**config.mk**
```make
export PLATFORM = sky130hd
export DESIGN_NAME = pool_window_gen
export DESIGN_NICKNAME = d
export VERILOG_FILES = /design/src/rtl/pool_window_gen.sv
export SDC_FILE = /design/constraint.sdc
export NUM_CORES = 1
export LEC_CHECK = 0
export CORE_ASPECT_RATIO = 1.4
export CORE_MARGIN = 1
export CORE_UTILIZATION = 50
export DETAILED_ROUTE_END_ITERATION = 10
export PLACE_DENSITY = 0.68
export SETUP_SLACK_MARGIN = 0.15
export SKIP_CTS_REPAIR_TIMING = 1
export SYNTH_ARGS = -nofsm -noshare
export SYNTH_HDL_FRONTEND = slang
export SYNTH_SLANG_ARGS = --single-unit
```
**constraint.sdc**
```tcl
create_clock -name clk -period 5.43 [get_ports clk]
set_clock_uncertainty 0.2 [all_clocks]
set_input_delay 0.8145 -clock clk [delete_from_list [all_inputs] [get_ports clk]]
set_output_delay 0.8145 -clock clk [all_outputs]
set_load 0.05 [all_outputs]
```
**src/rtl/pool_window_gen.sv**
```systemverilog
// Streaming 2x2 stride-2 window generator: one buffered row, each block emitted as one registered window.
// Window valid the cycle after its bottom-right pixel; in_ready falls while a window waits on out_ready.
module pool_window_gen #(
  parameter int IMG_W  = 28,
  parameter int IMG_H  = 28,
  parameter int DATA_W = 8
) (
  input  logic              clk,
  input  logic              rst,
  input  logic              in_valid,
  output logic              in_ready,
  input  logic [DATA_W-1:0] in_data,
  output logic              out_valid,
  input  logic              out_ready,
  output logic [DATA_W-1:0] data00,
  output logic [DATA_W-1:0] data01,
  output logic [DATA_W-1:0] data10,
  output logic [DATA_W-1:0] data11,
  output logic              out_last
);
  localparam int CW = (IMG_W > 1) ? $clog2(IMG_W) : 1;
  localparam int RW = (IMG_H > 1) ? $clog2(IMG_H) : 1;

  logic [CW-1:0]     col;
  logic [RW-1:0]     row;
  logic [DATA_W-1:0] hold;
  logic [DATA_W-1:0] linebuf [IMG_W];
  logic              accept;
  logic              col_end;
  logic              row_end;
  logic [CW-1:0]     col_left;

  assign in_ready = !out_valid || out_ready;
  assign accept   = in_valid && in_ready;
  assign col_end  = (col == CW'(IMG_W - 1));
  assign row_end  = (row == RW'(IMG_H - 1));
  // Windows only form on odd columns, so the left pixel is col with bit 0 cleared.
  assign col_left = col & ~CW'(1);

  always_ff @(posedge clk) begin
    if (rst) begin
      col       <= '0;
      row       <= '0;
      hold      <= '0;
      out_valid <= 1'b0;
      out_last  <= 1'b0;
      data00    <= '0;
      data01    <= '0;
      data10    <= '0;
      data11    <= '0;
    end else begin
      if (out_valid && out_ready)
        out_valid <= 1'b0;
      if (accept) begin
        if (col_end) begin
          col <= '0;
          row <= row_end ? '0 : row + 1'b1;
        end else begin
          col <= col + 1'b1;
        end
        if (row[0]) begin
          if (!col[0]) begin
            hold <= in_data;
          end else begin
            data00    <= linebuf[col_left];
            data10    <= linebuf[col];
            data01    <= hold;
            data11    <= in_data;
            out_valid <= 1'b1;
            out_last  <= row_end && col_end;
          end
        end
      end
    end
  end

  // Line buffer is deliberately unreset: each entry is rewritten on the even row before use.
  always_ff @(posedge clk) begin
    if (!rst && accept && !row[0])
      linebuf[col] <= in_data;
  end
endmodule

```
==> results.sh <==
export IMPL_yosysWarnings=0
export IMPL_crit_family="simple AND/OR/NAND/NOR gates"
export IMPL_outcome="finished clean"
export IMPL_grt_start_max_net_pins=56
export IMPL_r2r_end="linebuf[9][4]"
export IMPL_grt_overflow=0
export IMPL_drtPass1Iterations=5
export IMPL_r2r_cells=4
export IMPL_crit_cells=6
export IMPL_leakage_nw=3.97
export IMPL_die_w_um=129
export IMPL_endpoint="linebuf[16][1]"
export IMPL_p_sw_w=0.000874
export IMPL_vias=6627
export IMPL_area_delta_synth_final_pct=12.8
export IMPL_vdd_drop_max_v=0.000223
export IMPL_grt_pass1_vias=6727
export IMPL_grt_pass1_wl_um=42500
export IMPL_syn_area_um2=11300
export IMPL_crit_path_frequent_cell="nand2_1"
export IMPL_io_buffers=46
export IMPL_boundaryPins=47
export IMPL_clockRootBuffer="clkbuf_16"
export IMPL_post_place_ws_ns=1.46
export IMPL_rsz0062_at_grt="false"
export IMPL_p_per_area_nw_per_um2=341
export IMPL_p_comb_share_pct=4.0
export IMPL_cp_num_buf_inv=1
export IMPL_period_share_pct=64.3
export IMPL_crit_fanout=10
export IMPL_start_util_pct=51.4
export IMPL_finalWirelength_um=28300
export IMPL_cts_buffers=24
export IMPL_gp_congestion=0.915
export IMPL_cp_data_required_time_ns=5.37
export IMPL_top_usage_layer="met2"
export IMPL_use_met2_pct=42.2
export IMPL_syn_instance_count=737
export IMPL_coreArea_um2=22000
export IMPL_crit_type="input pin to flop"
export IMPL_min_period_ns=3.49
export IMPL_slew_violations=0
export IMPL_worst_hold_path_type="flop to flop"
export IMPL_setup_violations=0
export IMPL_synth_yosys_seq_area_share_pct=68.7
export IMPL_p_seq_share_pct=52.9
export IMPL_worstSkewPairLatency_ns=0.51
export IMPL_synth_ff_latch_count=276
export IMPL_dp_hpwl_um=18800
export IMPL_synthTopCellsByCount="edfxtp_1 (224), nand2_1 (66), nor2_1 (66)"
export IMPL_tritoncts="done"
export IMPL_syn_nets=755
export IMPL_r2r_slack_ns=2.32
export IMPL_die_area_um2=23200
export IMPL_clock_sinks=276
export IMPL_clock_path_buffers=3
export IMPL_clkSlewWorstSetupHoldPaths_ns=0.07
export IMPL_detail_route_wl_per_cell_um=26.0
export IMPL_ys_flop_type="edfxtp_1"
export IMPL_async_reset_ff_share_pct=0
export IMPL_drc=0
export IMPL_r2r_start="col[3]"
export IMPL_antenna_found_initial=0
export IMPL_max_stage_delay_ns=0.68
export IMPL_yosysTopAreaCellShare_pct=59.5
export IMPL_critPathLaunchType="input pin"
export IMPL_maxCapViolations=0
export IMPL_avgSynthCellArea_um2=15.3
export IMPL_drtIter0Drc=645
export IMPL_synth_area_leaders="edfxtp_1 (59%), dfxtp_1 (9.2%), mux2i_1 (5.6%), mux4_2 (5.4%), nand2_1 (2.2%)"
export IMPL_max_freq_mhz=286
export IMPL_antenna_left=0
export IMPL_use_met3_pct=3.66
export IMPL_slowest_stage="nor2_1"
export IMPL_worstSetupStartpoint="out_ready"
export IMPL_tightest_slew_ns=0.890
export IMPL_p_clk_share_pct=43.2
export IMPL_crit_arrival_ns=3.44
export IMPL_path_cells="clkdlybuf4s50_1 -> nand2b_1 -> nand2_1 -> nor3_1 -> nand2_1 -> nor2_1"
export IMPL_synthMostInstantiatedCell="edfxtp_1"
export IMPL_intPower_w=0.00348
export IMPL_layout_drive_gt1_share_pct=12.4
export IMPL_setup_tns_ns=0
export IMPL_synth_edf_count=224
export IMPL_fin_nets=793
export IMPL_swShare_pct=20.1
export IMPL_end_kind="flop"
export IMPL_antenna_cells=0
export IMPL_grt_use_total_pct=25.2
export IMPL_vias_per_cell=6.08
export IMPL_relSlewSlack_pct=40.7
export IMPL_htreeDepth=1
export IMPL_synth_top_area_cell="edfxtp_1"
export IMPL_fin_ws_ns=1.94
export IMPL_synth_cell_types=53
export IMPL_rows=64
export IMPL_hold_viol=0
export IMPL_gr_usage_met1_pct=30.6
export IMPL_die_y_um=180
## flip-flops by register name, summed over array words and instances (netlist names)
name and cells:
data10 8, out_last 1, col 5, hold 8
data11 8, linebuf 224, out_valid 1, row 5
data01 8, data00 8
## worst min-delay path, stage by stage (launching register included)
cell	delay (ns)
dfxtp_1	0.31
nand2_1	0.05
a21oi_1	0.05
## cells in the final DEF, fill, tap and decap left out, types with 15 or more instances in the layout
| cell type | instances |
|---|---|
| edfxtp_1 | 224 |
| nand2_1 | 66 |
| nor2_1 | 66 |
| mux2i_1 | 63 |
| dfxtp_1 | 50 |
| clkdlybuf4s50_1 | 41 |
| a21oi_1 | 29 |
| mux4_2 | 27 |
| clkbuf_16 | 25 |
| a211oi_1 | 15 |
## kinds of logic (layout without fill, tap and decap cells)
family | count (synthesis) | in the layout | share of synthesized area, %
adders and majority gates | 6 | 6 | 0.664
muxes | 106 | 106 | 13.6
buffers and inverters | 52 | 108 | 3.24
DFF | 276 | 276 | 68.7
AOI/OAI and AO/OA | 100 | 100 | 5.85
xor gates and xnor gates | 3 | 3 | 0.232
and+or+nand+nor | 194 | 194 | 7.73
## worst min path at each step
stage	from	to	slack (ns)	cells past startpoint
after floorplan	hold[0]	data01[0]	0.23	2
after global placement	hold[7]	data01[7]	0.24	2
after detailed placement	hold[7]	data01[7]	0.25	2
after CTS	hold[7]	data01[7]	0.25	2
after global routing	data01[0]	data01[0]	0.28	2
final	hold[7]	data01[7]	0.25	2
## metrics by stage
step                      hold slack (ns)  util (%)  instances  total power [W]  area, um^2
after floorplan                     0.232         -        737          0.00246       11300
after global placement              0.241      53.9       1046          0.00252       11900
after detailed placement            0.249      53.9       1046          0.00252       11900
after CTS                           0.254      57.9       1090          0.00437       12800
after global routing                0.282      57.9       1090          0.00446       12800
final                               0.252      57.9       1090          0.00436       12800
## layout make-up
| cell class | instances | area, um^2 |
|---|---|---|
| Clock buffer | 27 | 633 |
| Clock inverter | 17 | 246 |
| Sequential cell | 276 | 7770 |
| Timing Repair Buffer | 60 | 541 |
| Tap cell | 297 | 372 |
| Fill cell | 1667 | 9270 |
| Multi-Input combinational cell | 409 | 3180 |
| Inverter | 4 | 15.0 |
## power by group through the flow
stage	Combinational [W]	Clock [W]	Sequential [W]
after floorplan	0.000117	0	0.00234
after global placement	0.000170	0	0.00235
after detailed placement	0.000173	0	0.00235
after CTS	0.000173	0.00189	0.00230
after global routing	0.000183	0.00197	0.00230
final	0.000173	0.00188	0.00230
## layer usage
metal	vias up	share of wire, %
met1	3318	37
met2	306	51
met5	-	0
li1	2916	-
met3	87	6.1
met4	0	6.5
Note: power is estimated with default switching activity, not from simulation.
